`src/rtl/wb_arbiter_pkg.sv`:
```
// wb_arbiter_pkg: shared writeback types, source ids and default sizes
package wb_arbiter_pkg;
  localparam int REG_WIDTH = 5;
  localparam int WB_NUM_SRC = 4;
  localparam int WB_FIFO_DEPTH = 4;
  typedef enum logic [1:0] {
    WB_SRC_ALU = 2'd0,
    WB_SRC_MUL,
    WB_SRC_DIV,
    WB_SRC_LSU
  } wb_src_e;
  typedef struct packed {
    logic                 instruction_valid;
    logic                 register_write;
    logic [REG_WIDTH-1:0] rd;
    logic [31:0]          exe_result;
  } exe_wb_inf_t;
  typedef struct packed {
    logic [REG_WIDTH-1:0] rd;
    logic [31:0]          data;
  } wb_entry_t;
  function automatic logic [31:0] rd_bit(logic [REG_WIDTH-1:0] rd);
    return (32'd1 << rd) & ~32'd1;
  endfunction
endpackage

```
`src/rtl/wb_src_fifo.sv`:
```
// wb_src_fifo: per-source result FIFO; rd_mask of live entries when WB_PENDING_MASK_EN is defined
module wb_src_fifo
  import wb_arbiter_pkg::*;
#(
  parameter int DEPTH = WB_FIFO_DEPTH,
  parameter int AFULL = DEPTH - 2
) (
  input  logic                     clk,
  input  logic                     rst,
  input  logic                     push,
  input  logic                     pop,
  input  wb_entry_t                wentry,
  output wb_entry_t                rentry,
  output logic [$clog2(DEPTH):0]   count,
  output logic                     full,
  output logic                     afull
`ifdef WB_PENDING_MASK_EN
  ,
  output logic [31:0]              rd_mask
`endif
);
  localparam int AW = $clog2(DEPTH);
  wb_entry_t mem [DEPTH];
  logic [AW-1:0] wptr, rptr;
  logic wr;
  assign full = count == (AW+1)'(DEPTH);
  assign afull = count >= (AW+1)'(AFULL);
  // a push into a full FIFO still lands when the same cycle pops
  assign wr = push & (~full | pop);
  assign rentry = mem[rptr];
  always_ff @(posedge clk) begin
    if (rst) begin
      wptr <= '0;
      rptr <= '0;
      count <= '0;
    end else begin
      if (wr) begin
        mem[wptr] <= wentry;
        wptr <= wptr + 1'b1;
      end
      if (pop) rptr <= rptr + 1'b1;
      count <= count + (AW+1)'(wr) - (AW+1)'(pop);
    end
  end
`ifdef WB_PENDING_MASK_EN
  always_comb begin
    rd_mask = '0;
    for (int k = 0; k < DEPTH; k++)
      if ({1'b0, AW'(AW'(k) - rptr)} < count) rd_mask = rd_mask | rd_bit(mem[k].rd);
  end
`endif
endmodule

```
`src/rtl/wb_arbiter.sv`:
```
// wb_arbiter: buffers execution-unit results per source and round-robins one register-file write per cycle.
// Optional WB_PENDING_MASK_EN adds pending_mask[31:0] for dispatcher hazard checks.
module wb_arbiter
  import wb_arbiter_pkg::*;
#(
  parameter int NUM_SRC = WB_NUM_SRC,
  parameter int FIFO_DEPTH = WB_FIFO_DEPTH,
  parameter int AFULL_LEVEL = FIFO_DEPTH - 2
) (
  input  logic                          clk,
  input  logic                          rst,
  input  exe_wb_inf_t [NUM_SRC-1:0]     exe_wb_inf,
  output logic [NUM_SRC-1:0]            src_afull,
  output logic                          rf_we,
  output logic [REG_WIDTH-1:0]          rf_waddr,
  output logic [31:0]                   rf_wdata,
  output logic                          overflow_err
`ifdef WB_PENDING_MASK_EN
  ,
  output logic [31:0]                   pending_mask
`endif
);
  localparam int CW = $clog2(FIFO_DEPTH) + 1;
  localparam int SW = NUM_SRC > 1 ? $clog2(NUM_SRC) : 1;
  logic [NUM_SRC-1:0] push, pop, full, empty, drop;
  logic [CW-1:0] count [NUM_SRC];
  wb_entry_t rentry [NUM_SRC];
  logic [SW-1:0] rr_ptr, gnt, nxt;
  logic any;
`ifdef WB_PENDING_MASK_EN
  logic [31:0] src_mask [NUM_SRC];
`endif
  for (genvar i = 0; i < NUM_SRC; i++) begin : g_src
    assign push[i] = exe_wb_inf[i].instruction_valid & exe_wb_inf[i].register_write & (exe_wb_inf[i].rd != '0);
    assign empty[i] = count[i] == '0;
    assign pop[i] = any & (gnt == SW'(i));
    assign drop[i] = push[i] & full[i] & ~pop[i];
    wb_src_fifo #(.DEPTH(FIFO_DEPTH), .AFULL(AFULL_LEVEL)) u_fifo (
      .clk    (clk),
      .rst    (rst),
      .push   (push[i]),
      .pop    (pop[i]),
      .wentry ({exe_wb_inf[i].rd, exe_wb_inf[i].exe_result}),
      .rentry (rentry[i]),
      .count  (count[i]),
      .full   (full[i]),
      .afull  (src_afull[i])
`ifdef WB_PENDING_MASK_EN
      ,
      .rd_mask(src_mask[i])
`endif
    );
  end
  // scan from the far end so the source closest to rr_ptr wins
  always_comb begin
    any = 1'b0;
    gnt = rr_ptr;
    for (int k = NUM_SRC - 1; k >= 0; k--)
      if (!empty[(int'(rr_ptr) + k) % NUM_SRC]) begin
        any = 1'b1;
        gnt = SW'((int'(rr_ptr) + k) % NUM_SRC);
      end
    nxt = int'(gnt) == NUM_SRC - 1 ? '0 : gnt + 1'b1;
  end
  always_ff @(posedge clk) begin
    if (rst) begin
      rf_we <= 1'b0;
      rf_waddr <= '0;
      rf_wdata <= '0;
      overflow_err <= 1'b0;
      rr_ptr <= '0;
    end else begin
      rf_we <= any;
      if (any) begin
        rf_waddr <= rentry[gnt].rd;
        rf_wdata <= rentry[gnt].data;
        rr_ptr <= nxt;
      end
      if (|drop) overflow_err <= 1'b1;
    end
  end
`ifdef WB_PENDING_MASK_EN
  always_comb begin
    pending_mask = rf_we ? rd_bit(rf_waddr) : '0;
    for (int k = 0; k < NUM_SRC; k++) pending_mask = pending_mask | src_mask[k];
  end
`endif
endmodule

```
`config.mk`:
```
export PLATFORM = sky130hd
export DESIGN_NAME = wb_arbiter
export DESIGN_NICKNAME = d
export VERILOG_FILES = /design/src/rtl/wb_arbiter_pkg.sv /design/src/rtl/wb_src_fifo.sv /design/src/rtl/wb_arbiter.sv
export SDC_FILE = /design/constraint.sdc
export NUM_CORES = 1
export LEC_CHECK = 0
export CORE_MARGIN = 2
export CORE_UTILIZATION = 60
export DETAILED_ROUTE_END_ITERATION = 8
export PLACE_DENSITY = 0.93
export SLEW_MARGIN = 25
export SYNTH_ARGS = -nofsm -noshare
export SYNTH_HDL_FRONTEND = slang
export SYNTH_HIERARCHICAL = 1
export SYNTH_SLANG_ARGS = --single-unit
```
`constraint.sdc`:
```
create_clock -name clk -period 17.9 [get_ports clk]
set_clock_uncertainty 0.2 [all_clocks]
set_input_delay 4.475 -clock clk [delete_from_list [all_inputs] [get_ports clk]]
set_output_delay 4.475 -clock clk [all_outputs]
set_load 0.03 [all_outputs]
```
# ---- Yosys cells after proc, flatten, opt, wreduce, memory -nomap -nowiden
# Memories as Yosys holds them, arrays and structs flattened. A register that Yosys moved wholly into a read port is not among the register bits.
# Cells that the tools add are included.
dict set report classes {
  muxes 43
  reduce_logical 13
  n_lt_le_gt_ge 9
  eq_ne 8
  addsub 20
  bitwise_logic 40
}
# operator count
set op_table {}
lappend op_table {{37-bit binary-select mux with 2-bit select} 1}
lappend op_table {{37-bit two-way mux} 2}
lappend op_table {{2-bit two-way mux} 13}
lappend op_table {{1-bit bitwise AND} 24}
lappend op_table {{1-bit two-way mux} 23}
lappend op_table {{2-bit by 1-bit adder with 2-bit output, second input constant} 10}
lappend op_table {{5-bit nonzero test} 4}
lappend op_table {{3-bit by 1-bit adder with 3-bit output} 4}
lappend op_table {{3-bit equality test, second input constant} 4}
lappend op_table {{3-bit by 2-bit greater-or-equal comparator with 1-bit output, second input constant} 4}
lappend op_table {{3-bit zero test} 4}
lappend op_table {{3-bit by 4-bit < comparator with 1-bit output, second input constant} 3}
lappend op_table {{3-bit by 1-bit subtractor with 3-bit output} 4}
lappend op_table {{1-bit binary-select mux with 2-bit select} 4}
lappend op_table {{1-bit inverter} 8}
lappend op_table {{2-bit OR reduction} 3}
lappend op_table {{2-bit adder, second input constant} 2}
lappend op_table {{2-bit by 1-bit equality test with 1-bit output, second input constant} 2}
lappend op_table {{2-bit equality test, second input constant} 2}
lappend op_table {{1-bit OR} 4}
lappend op_table {{4-bit OR reduction} 1}
lappend op_table {{1-bit bitwise AND, first input constant} 3}
lappend op_table {{3-bit greater-or-equal comparator, second input constant} 1}
lappend op_table {{2-bit by 3-bit < comparator with 1-bit output, second input constant} 1}
lappend op_table {{2 further kinds} 2}
dict set report totals {
  in_bits 158
  mem_count 4
  regBits 69
  elab_cells 154
  ramBits 592
}
# memory depth word_bits read_ports rd_clocked_by_memory_dff write_ports line_no
set memory_table {}
lappend memory_table {{g_src[0].u_fifo.mem} 4 37 1 1 1 wb_src_fifo.sv:23} ;# wb_entry_t mem [DEPTH];
lappend memory_table {{g_src[1].u_fifo.mem} 4 37 1 1 1 wb_src_fifo.sv:23}
lappend memory_table {{g_src[2].u_fifo.mem} 4 37 1 1 1 wb_src_fifo.sv:23}
lappend memory_table {{g_src[3].u_fifo.mem} 4 37 1 1 1 wb_src_fifo.sv:23}

# ---- Depth between registers and ports, before layout
dict set report depth {
  word_depth 17
  mapped_depth 14
}

# ---- Hierarchy
# The synthesis kept the hierarchy.
# module seq_area_each_um2 area_per_inst_um2 cells_per_inst instances
set by_module_without_submodules {}
lappend by_module_without_submodules {wb_src_fifo 4624.4 5809.3 243 4}
lappend by_module_without_submodules {wb_arbiter 820.8 2756.4 308 1}

# ---- Worst setup path after synthesis
# No wires, ideal clock.
dict set report synth_path {
  kind {in2reg}
  start {in exe_wb_inf[72] (netlist name)}
  end {mem g_src[1].u_fifo/mem[0][0] (netlist name), enable pin}
  stages 4
  setup_slack_ns 9.539
  arrival_time_ns 7.676
  setup_time_ns 0.485
  required_ns 17.215
  cell_sequence {or3_1 -> o311a_1 -> o21ai_1 -> nor3b_1}
}
dict set report synth_between {
  elab_chain_cells 6
}
# item line_no
set synth_rtl {}
lappend synth_rtl {{from (decl)} wb_arbiter.sv:12} ;# input exe_wb_inf_t [NUM_SRC-1:0] exe_wb_inf,
lappend synth_rtl {{5-bit nonzero test} wb_arbiter.sv:34} ;# assign push[i] = exe_wb_inf[i].instruction_valid & exe_wb_inf[i].register_write & (exe_wb_inf[i].rd != '0);
lappend synth_rtl {{1-bit bitwise AND} wb_arbiter.sv:34}
lappend synth_rtl {{via push[1]} wb_arbiter.sv:25} ;# logic [NUM_SRC-1:0] push, pop, full, empty, drop;
lappend synth_rtl {{1-bit bitwise AND} wb_src_fifo.sv:29} ;# assign wr = push & (~full | pop);
lappend synth_rtl {{1-bit two-way mux} wb_src_fifo.sv:37} ;# if (wr) begin
lappend synth_rtl {{1-bit two-way mux} wb_src_fifo.sv:32} ;# if (rst) begin
lappend synth_rtl {{1-bit two-way mux (not written as such)} wb_src_fifo.sv:38} ;# mem[wptr] <= wentry;
lappend synth_rtl {{to (decl)} wb_src_fifo.sv:23}
# The timed path passes the listed nets, and every way through them passes these cells.

# ---- Worst setup path after layout
dict set report layout_path {
  start {reg g_src[1].u_fifo.count[1]}
  end {out src_afull[1]}
}
dict set report layout_between {
  elab_chain_cells 1
}
# item line_no
set layout_rtl {}
lappend layout_rtl {{from (decl)} wb_src_fifo.sv:14} ;# output logic [$clog2(DEPTH):0] count,
lappend layout_rtl {{from (signal assigned)} wb_src_fifo.sv:42} ;# count <= count + (AW+1)'(wr) - (AW+1)'(pop);
lappend layout_rtl {{3-bit by 2-bit greater-or-equal comparator with 1-bit output} wb_src_fifo.sv:27} ;# assign afull = count >= (AW+1)'(AFULL);
lappend layout_rtl {{to (decl)} wb_arbiter.sv:13} ;# output logic [NUM_SRC-1:0] src_afull,
# Every way passes these cells.

==> out/qor.yml <==
layout:
  fillers: 2333
  utilization_pct: 71.6
  finalNetCount: 1700
  regArea_mm2: 0.0193
  final_cell_mix: "592 x edfxtp_1, 199 x clkdlybuf4s50_1, 148 x mux4_2, 81 x nand2_1, 79 x mux2i_1"
  areaGrowthSynthToFinish_pct: 18.1
  finalNonFillerCells: 2153
  final_area_mm2: 0.0307
  layout_commonest_cell: "edfxtp_1"
  multi_input_area_mm2: 0.00628
  drive_above_1_share_pct: 19.7
route:
  drt-initial-drc-count: 1726
  wirelength_mm: 61.4
  drcViolationCount: 0
  wire_per_inst_um: 28.5
  num_vias: 13600
  drt-pass1-iter-count: 5
  ant_nets: 0
  viasPerCell: 6.33
sta:
  timing.final.crit_share_pct: 40.0
  tns_ps: 0
  setup_slack_ps: 10750
  whs_ps: 269
  slew_violations: 0
  fmax_mhz: 140
  setup_viol: 0
  relSlewSlack_pct: 33.2
  hold_viol_final: 0
  rsz0062_at_grt: "false"
  worstMarginPinSlew_ps: 997
  fin_crit_ps: 7150
grt:
  grt_use_total_pct: 27.9
  grt_pass1_wl_mm: 89.9
  antenna_found_initial: 6
  grt_max_degree: 62
  grt_pass1_vias: 13900
  overflow: 0
synth:
  syn-cell-area_mm2: 0.0260
  async_reset_ff_share_pct: 0
  synth_cell_types: 46
  yosys_warnings: 6
  synth_fp_nets: 1466
  synth-seq-area-share_pct: 74.3
  syn_area_per_cell_um2: 20.3
  synth_flop_cell: "edfxtp_1"
  postSynthCellCount: 1280
  synth_edf_count: 592
  synth-seq-cells: 669
critical_path:
  crit_path_end_kind: "output pin"
  worstSetupStartpointType: "flop"
  startpoint: "g_src[1].u_fifo/count[1]"
  reg2reg_depth: 9
  crit_type: "flop to output pin"
  cp_max_fo: 5
  cp.required_ps: 13230
  arrival_ps: 2480
  r2r_start: "g_src[0].u_fifo/count[1]"
  cp-endpoint: "src_afull[1]"
  r2r-end: "g_src[3].u_fifo/mem[3][4]"
  reg2reg_slack_ps: 13260
clocking:
  post_cts_buffers: 0
  insertion_delay_ps: 610
  clockBufferDepth: 3
  cts_tree: "built"
  htree_num_levels: 2
  cts_root_buf: "clkbuf_16"
  numCtsBuffers: 61
  ctsHoldBuffers: 0
  clk_pin_slew_ps: 60
  cts_num_sinks: 669
  cts-resized-gates: 0
die:
  core_mm2: 0.0429
  core.rowCount: 76
  die_y_um: 212
  fp.dieW_um: 212
  ios: 201
  dieArea_mm2: 0.0450
  start_util_pct: 60.6
placement:
  place.port_buffers: 200
  dp_cells: 2036
  pre_cts_slack_ps: 10200
  placed_cell_area_mm2: 0.0287
  gp_congestion: 0.808
  dp.final_hpwl_mm: 38.2
hold_path:
  hold_class: "flop to flop"
  whs_path_depth: 1
power_and_ir_drop:
  cellLeakagePower_nw: 9.92
  power_density_mw_per_mm2: 148
  power_mw: 4.53
  ir_drop_mv: 0.129
run:
  cap_violations: 0
outcome:
  outcome: "finished, final reports clean"
[worst min-delay path by stage]
stage	from	end
finish	rf_wdata[11]	rf_wdata[11]
global route	rf_wdata[11]	rf_wdata[11]
CTS	rf_wdata[11]	rf_wdata[11]
detailed placement	rf_wdata[11]	rf_wdata[11]
global placement	rf_wdata[2]	rf_wdata[2]
floorplan	g_src[0].u_fifo/wptr[1]	g_src[0].u_fifo/wptr[1]
[critical path, cell delays in order (launching register included)]
cell	delay, ps
dfxtp_1	430
inv_1	90
o31ai_1	550
clkdlybuf4s50_1	800
[registers in the layout, summed over array words and instances (netlist names), named ones only]
name and count:
g_src.u_fifo/count 12, rf_wdata 32, rf_we 1, overflow_err 1
rf_waddr 5, g_src.u_fifo/mem 592, rr_ptr 2, g_src.u_fifo/wptr 8
g_src.u_fifo/rptr 8
[cell type report]
type,count,share of cell area (%)
Clock buffer,90,5.62
Clock inverter,22,0.889
Sequential cell,669,63.0
Tap cell,585,2.38
Timing Repair Buffer,233,7.31
Inverter,26,0.318
Antenna cell,5,0.0408
Multi-Input combinational cell,523,20.5
[synth_stat cells, types with 2 or more instances]
master | instances | area, um^2
buf_6 | 8 | 90.1
clkbuf_1 | 17 | 63.8
o2111ai_1 | 2 | 17.5
nor3_1 | 4 | 20.0
nand2_1 | 81 | 304
mux2_4 | 4 | 60.1
mux4_2 | 148 | 3330
o211a_1 | 2 | 20.0
o21ai_0 | 3 | 15.0
xor2_1 | 4 | 35.0
a32o_1 | 37 | 370
nor3b_1 | 16 | 120
or3_1 | 7 | 43.8
a21o_1 | 4 | 30.0
a31oi_1 | 2 | 12.5
buf_4 | 20 | 150
nand2b_1 | 8 | 50.1
o22ai_1 | 2 | 12.5
o21ai_1 | 5 | 25.0
nor2b_1 | 12 | 75.1
dfxtp_1 | 77 | 1540
fa_1 | 4 | 80.1
nor2_1 | 36 | 135
o31ai_1 | 4 | 30.0
ha_1 | 24 | 300
or2_2 | 2 | 12.5
mux2i_1 | 79 | 791
inv_1 | 26 | 97.6
or3b_4 | 4 | 45.0
o311a_1 | 2 | 20.0
edfxtp_1 | 592 | 17800
xnor2_1 | 9 | 78.8
and3_1 | 2 | 12.5
o21a_1 | 5 | 37.5
buf_2 | 17 | 85.1
[logic make-up (layout without fill, tap and decap cells)]
| logic type | after synthesis | after routing | synth area share [%] |
|---|---|---|---|
| AND/OR/NAND/NOR | 177 | 177 | 3.32 |
| AO/OA/AOI/OAI | 74 | 74 | 2.49 |
| multiplexers | 231 | 231 | 16.1 |
| other | 0 | 5 | 0 |
| adder cells (fa/ha/maj) | 28 | 28 | 1.46 |
| flip-flops | 669 | 669 | 74.3 |
| XOR/XNOR | 13 | 13 | 0.438 |
| buffers and inverters | 88 | 371 | 1.87 |
[power by group]
group	switching (mW)	internal (mW)
Combinational	0.784	0.571
Clock	0.550	0.752
Sequential	0.0753	1.80
[layer usage]
| metal | share of wire [%] | track usage [%] | vias to the layer above |
|---|---|---|---|
| li1 | - | - | 5663 |
| met1 | 37 | 37.1 | 7009 |
| met2 | 50 | 45.8 | 816 |
| met3 | 9.0 | 5.49 | 136 |
| met4 | 3.7 | 11.3 | 4 |
| met5 | 0.050 | 0 | - |
No activity file was read; power rests on OpenSTA's default activity.
